--- config.mk ---
export PLATFORM = sky130hd
export DESIGN_NAME = mem_arbiter
export DESIGN_NICKNAME = d
export VERILOG_FILES = /design/src/rtl/mem_arbiter_pkg.sv /design/src/rtl/mem_arbiter_starve_cnt.sv /design/src/rtl/mem_arbiter.sv
export SDC_FILE = /design/constraint.sdc
export NUM_CORES = 1
export LEC_CHECK = 0
export CORE_MARGIN = 2
export CORE_UTILIZATION = 40
export DETAILED_ROUTE_END_ITERATION = 8
export GPL_ROUTABILITY_DRIVEN = 1
export GPL_TIMING_DRIVEN = 0
export PLACE_DENSITY_LB_ADDON = 0.05
export SYNTH_ARGS = -nofsm -noshare
export SYNTH_HDL_FRONTEND = slang
export SYNTH_SLANG_ARGS = --single-unit
--- constraint.sdc ---
create_clock -name clk -period 2.4 [get_ports clk]
set_clock_uncertainty 0.15 [all_clocks]
set_input_delay 0.24 -clock clk [delete_from_list [all_inputs] [get_ports clk]]
set_output_delay 0.24 -clock clk [all_outputs]
set_load 0.005 [all_outputs]
--- src/rtl/mem_arbiter_pkg.sv ---
// -----------------------------------------------------------------------------
// mem_arbiter_pkg
// Shared definitions for the IF/EX single-port memory arbiter:
//   - DATA_W / data_t : width and type of the address and data buses
//   - arb_state_t     : arbiter FSM state encoding (ARB_IDLE, ARB_BUSY_IF,
//                       ARB_BUSY_EX) and its bus width STATE_W
//   - CNT_W / CNT_MAX : starvation counter width and its saturation value
//   - sat_inc()       : saturating increment used by the starvation counter
// -----------------------------------------------------------------------------
package mem_arbiter_pkg;

    localparam int DATA_W  = 32;
    localparam int STATE_W = 2;
    localparam int CNT_W   = 4;

    typedef logic [DATA_W-1:0] data_t;
    typedef logic [CNT_W-1:0]  cnt_t;

    localparam cnt_t CNT_MAX = '1;

    typedef enum logic [STATE_W-1:0] {
        ARB_IDLE    = 2'd0,
        ARB_BUSY_IF = 2'd1,
        ARB_BUSY_EX = 2'd2
    } arb_state_t;

    // Increment that sticks at the top value instead of wrapping.
    function automatic cnt_t sat_inc(input cnt_t value);
        return (value == CNT_MAX) ? value : value + cnt_t'(1);
    endfunction

endpackage

--- src/rtl/mem_arbiter_starve_cnt.sv ---
// -----------------------------------------------------------------------------
// arb_starve_cnt
// Saturating counter of consecutive EX grants taken while IF was waiting.
// Ports:
//   clk   in  core clock
//   rst   in  asynchronous active-low reset
//   inc   in  count one more EX grant (ignored when clr is set)
//   clr   in  return to zero (takes priority over inc)
//   count out current value, saturates at CNT_MAX
// -----------------------------------------------------------------------------
module arb_starve_cnt
    import mem_arbiter_pkg::*;
(
    input  logic clk,
    input  logic rst,
    input  logic inc,
    input  logic clr,
    output cnt_t count
);

    always_ff @(posedge clk or negedge rst) begin
        if (!rst) begin
            count <= '0;
        end else if (clr) begin
            count <= '0;
        end else if (inc) begin
            count <= sat_inc(count);
        end
    end

endmodule

--- src/rtl/mem_arbiter.sv ---
// -----------------------------------------------------------------------------
// mem_arbiter
// Serialises instruction fetch (IF) and execute-stage data accesses (EX) onto
// one shared memory bus. EX has fixed priority; after MAX_EX_RUN consecutive
// EX grants with IF waiting, IF is forced through. A flush discards the
// response of an in-flight fetch (the bus transaction itself completes).
// Ports:
//   clk, rst                       core clock, async active-low reset
//   if_req/if_addr -> if_gnt       fetch request, combinational grant
//   if_rvalid/if_rdata             fetch response pulse and data
//   ex_req/ex_we/ex_addr/ex_wdata  data request (load or store)
//   ex_gnt                         combinational data grant
//   ex_rvalid/ex_rdata             load data / store done (data 0 for stores)
//   flush                          jump taken, kill pending fetch
//   bus_req/bus_we/bus_addr/bus_wdata  memory request, held until bus_ready
//   bus_ready/bus_rdata            memory completion and read data
//   stall_if/stall_ex              requester not yet served
// -----------------------------------------------------------------------------
module mem_arbiter
    import mem_arbiter_pkg::*;
#(
    parameter int MAX_EX_RUN = 4
) (
    input  logic  clk,
    input  logic  rst,
    input  logic  if_req,
    input  data_t if_addr,
    output logic  if_gnt,
    output logic  if_rvalid,
    output data_t if_rdata,
    input  logic  ex_req,
    input  logic  ex_we,
    input  data_t ex_addr,
    input  data_t ex_wdata,
    output logic  ex_gnt,
    output logic  ex_rvalid,
    output data_t ex_rdata,
    input  logic  flush,
    output logic  bus_req,
    output logic  bus_we,
    output data_t bus_addr,
    output data_t bus_wdata,
    input  logic  bus_ready,
    input  data_t bus_rdata,
    output logic  stall_if,
    output logic  stall_ex
);

    localparam cnt_t MAX_RUN = cnt_t'(MAX_EX_RUN);

    arb_state_t state, state_next;
    logic       grant_if, grant_ex;
    logic       drop;
    cnt_t       starve_cnt;

    arb_starve_cnt u_starve_cnt (
        .clk   (clk),
        .rst   (rst),
        .inc   (grant_ex & if_req),
        .clr   (grant_if | ~if_req),
        .count (starve_cnt)
    );

    always_ff @(posedge clk or negedge rst) begin
        if (!rst) begin
            state <= ARB_IDLE;
        end else begin
            state <= state_next;
        end
    end

    // Grants are gated with rst so that every output reads 0 while reset is
    // held, even if a requester keeps its request asserted.
    always_comb begin
        state_next = state;
        grant_if   = 1'b0;
        grant_ex   = 1'b0;
        case (state)
            ARB_IDLE: begin
                if (rst) begin
                    if (ex_req && (starve_cnt < MAX_RUN || !if_req)) begin
                        grant_ex   = 1'b1;
                        state_next = ARB_BUSY_EX;
                    end else if (if_req && !flush) begin
                        grant_if   = 1'b1;
                        state_next = ARB_BUSY_IF;
                    end
                end
            end
            ARB_BUSY_IF: if (bus_ready) state_next = ARB_IDLE;
            ARB_BUSY_EX: if (bus_ready) state_next = ARB_IDLE;
            default:     state_next = ARB_IDLE;
        endcase
    end

    assign if_gnt   = grant_if;
    assign ex_gnt   = grant_ex;
    assign stall_if = rst & ((if_req & ~grant_if) | ((state == ARB_BUSY_IF) & ~drop));
    assign stall_ex = rst & ((ex_req & ~grant_ex) | (state == ARB_BUSY_EX));

    always_ff @(posedge clk or negedge rst) begin
        if (!rst) begin
            bus_req   <= 1'b0;
            bus_we    <= 1'b0;
            bus_addr  <= '0;
            bus_wdata <= '0;
            drop      <= 1'b0;
            if_rvalid <= 1'b0;
            if_rdata  <= '0;
            ex_rvalid <= 1'b0;
            ex_rdata  <= '0;
        end else begin
            if_rvalid <= 1'b0;
            ex_rvalid <= 1'b0;

            if (grant_if) begin
                bus_req   <= 1'b1;
                bus_we    <= 1'b0;
                bus_addr  <= if_addr;
                bus_wdata <= '0;
            end else if (grant_ex) begin
                bus_req   <= 1'b1;
                bus_we    <= ex_we;
                bus_addr  <= ex_addr;
                bus_wdata <= ex_wdata;
            end else if (state != ARB_IDLE && bus_ready) begin
                bus_req <= 1'b0;
            end

            case (state)
                ARB_BUSY_IF: begin
                    if (bus_ready) begin
                        // A flush arriving on the completion cycle also kills the response.
                        drop <= 1'b0;
                        if (!(drop || flush)) begin
                            if_rvalid <= 1'b1;
                            if_rdata  <= bus_rdata;
                        end
                    end else if (flush) begin
                        drop <= 1'b1;
                    end
                end
                ARB_BUSY_EX: begin
                    if (bus_ready) begin
                        ex_rvalid <= 1'b1;
                        ex_rdata  <= bus_we ? '0 : bus_rdata;
                    end
                end
                default: ;
            endcase
        end
    end

endmodule
==> impl_metrics.env <==
export IMPL_yosys_area_top_type="dfrtp_1"
export IMPL_post_route_min_period_ps=2320
export IMPL_ys_seq_elements=139
export IMPL_synth_cell_types=28
export IMPL_worstMarginPinSlew_ps=522
export IMPL_netlist_area_sq_um=5790
export IMPL_synth_xor_area_share_pct=0.151
export IMPL_start_kind="flip-flop"
export IMPL_synth_compound_area_share_pct=10.4
export IMPL_rows=43
export IMPL_viasPerCell=4.90
export IMPL_drtPass1Iterations=4
export IMPL_wirelength_um=17200
export IMPL_ys_seq_area_share_pct=60.0
export IMPL_coreArea_sq_um=14000
export IMPL_drc_errors=0
export IMPL_cp_slowest_cell="clkdlybuf4s50_1"
export IMPL_grt_overflow_total=0
export IMPL_antenna_left=0
export IMPL_slew_viol_final=0
export IMPL_synth_simple_area_share_pct=13.5
export IMPL_htree_levels=4
export IMPL_die_area_sq_um=15500
export IMPL_finalCritPeriodShare_pct=96.7
export IMPL_vias=5106
export IMPL_grt_pass1_vias=5457
export IMPL_hpwl_um=12800
export IMPL_clockRootBuffer="clkbuf_16"
export IMPL_die_h_um=124
export IMPL_area_growth_pct=64.8
export IMPL_placed_cell_area_sq_um=8750
export IMPL_io_pins=271
export IMPL_track_usage_pct=22.6
export IMPL_numCtsBuffers=17
export IMPL_setup_viol_count_final=0
export IMPL_whs_ps=216
export IMPL_rsz0062_at_grt="false"
export IMPL_criticalPathCategory="flip-flop to primary output"
export IMPL_setup_tns_ps=0
export IMPL_syn_area_per_cell_sq_um=10.6
export IMPL_num_fill_cells=1079
export IMPL_ir_worst_vdd_mv=0.553
export IMPL_relSlewSlack_pct=65.2
export IMPL_critPathCaptureType="primary output"
export IMPL_hold_class="primary input to flip-flop"
export IMPL_initial_core_util_pct=41.4
export IMPL_clock_latency_ps=410
export IMPL_dieWidth_um=124
export IMPL_crit_fanout=2
export IMPL_cts_sinks=139
export IMPL_synth_area_top_cells="dfrtp_1, nand2_1, mux2_2"
export IMPL_p_per_area_nw_per_um2=1170
export IMPL_hold_viol=0
export IMPL_routedWlPerCell_um=16.5
export IMPL_grt_max_degree=83
export IMPL_clkTransAtPathRegs_ps=60
export IMPL_multi_input_area_sq_um=2180
export IMPL_outcome="completed"
export IMPL_regArea_sq_um=3480
export IMPL_grt_pass1_wl_um=27800
export IMPL_gp_congestion=0.874
export IMPL_muxShareOfSynthArea_pct=11.9
export IMPL_design_area_sq_um=9550
export IMPL_synth_nets=687
export IMPL_yosys_area_share_adder_pct=0.864
export IMPL_cts_tree="yes"
export IMPL_portBuffers=270
export IMPL_ys_warnings_count=0
export IMPL_clk_path_buf_depth=2
export IMPL_synth_cells=548
export IMPL_cp_required_ps=2010
export IMPL_cap_violations=0
export IMPL_drt_iter0_drc=190
export IMPL_drive_above_1_share_pct=11.6
export IMPL_cpMostUsedCell="buf_4"
export IMPL_p_total_uw=11200
export IMPL_cp_arrival_ps=1930
export IMPL_max_freq_ghz=0.431
export IMPL_cp_cell_sequence="buf_4 > buf_4 > ha_1 > o21a_1 > clkdlybuf4s50_1"
export IMPL_synth_top_area_share_pct=60.0
export IMPL_slowest_delay_ps=460
export IMPL_final_nets=988
export IMPL_power_leakage_uw=0.00427
export IMPL_antenna_found_initial=1
export IMPL_synth_top_family_by_area="simple AND/OR/NAND/NOR gates"
power breakdown:
group / internal, uW / switching [uW]
combinational: 2820 / 1640
sequential: 3420 / 590
clock: 1710 / 983
worst paths after layout:
check	startpoint	end	slack, ps	depth (start not counted)
setup / recovery	state[1]$_DFFE_PN0P_	stall_ex	80	5
hold / removal	ex_wdata[28]	bus_wdata[28]$_DFFE_PN0P_	220	3
setup reg to reg	state[1]$_DFFE_PN0P_	bus_addr[19]$_DFFE_PN0P_	200	9
hold reg to reg	ex_rdata[2]$_DFFE_PN0P_	ex_rdata[2]$_DFFE_PN0P_	330	2
max in group asynchronous	rst	bus_wdata[22]$_DFFE_PN0P_	1430	3
min in group asynchronous	rst	ex_rdata[10]$_DFFE_PN0P_	290	3
cells by family (layout without fill, tap and decap cells):
group	Yosys count	after routing
and+or+nand+nor	181	181
DFF	139	139
AOI/OAI and AO/OA	115	115
muxes	65	65
buffers and inverters	43	357
adders and majority gates	4	4
xor gates and xnor gates	1	1
other	0	1
cell usage after synthesis:
cell type	number
or3_1	2
a21oi_1	38
clkbuf_1	24
or4_1	1
buf_6	1
clkinv_1	1
and3_1	1
dfrtp_1	139
a21boi_0	1
o21ai_0	69
inv_1	7
nand2b_1	33
o31ai_1	1
mux2_2	32
nand3_1	2
a32oi_1	2
nor2_1	5
ha_1	4
nand2_1	134
mux2i_1	33
nor2b_1	2
buf_4	1
o21a_1	2
o2111a_1	1
o22ai_1	1
nor3_1	1
buf_2	9
xor2_1	1
placed cells by master, fill, tap and decap left out, drive strengths merged, types with 25 or more instances in the layout:
cell type	instances
mux2	32
buf	25
clkbuf	43
o21ai	69
a21oi	38
clkdlybuf4s50	266
nand2	134
mux2i	33
nand2b	33
dfrtp	139
repair_timing:
item,in CTS,in global routing
hold buffers,2,0
setup endpoints to repair,36,11
buffers inserted,8,4
resized for setup,25,0
pin swaps,3,1
gates cloned,0,0
hold endpoints to repair,57,0
final cells by class:
type                    count  area share (%)
plain buffers              32            1.65
inverters                   8           0.328
diodes                      1          0.0262
well taps                 180            2.36
repair buffers            285            29.9
clock buffers              21            4.93
flip-flops and latches    139            36.4
multi-input cells         366            22.8
clock inverters            11            1.49
per-stage QoR:
step                cells  util (%)  worst slack [ps]
finish               1043      68.2              78.4
global placement      998      62.4             -5690
detailed placement    999      62.6              -438
floorplan             548         -               371
CTS                  1040      68.1              20.7
global route         1043      68.2              2.61
critical path, delay by kind of cell, from the launching register on:
family	cells	cell delay, ps
compound gates	1	200
flops	1	390
fa+ha+maj	1	210
buf+inv	3	720
layer usage:
metal  global-route usage, %  share of wire (%)  vias up
met1                    25.4                 39     2443
met5                       0                  0        -
met4                    9.32                2.5        0
li1                        -                  -     2430
met2                    38.6                 50      202
met3                    8.63                8.3       31
sequential cells by signal (all words and copies together) (netlist names):
register and cells:
bus_req 1, drop 1, u_starve_cnt.count 4, ex_rdata 32, bus_wdata 32, if_rdata 32
bus_addr 32, state 2, bus_we 1, if_rvalid 1, ex_rvalid 1
Power figures use the tool's default switching activity.
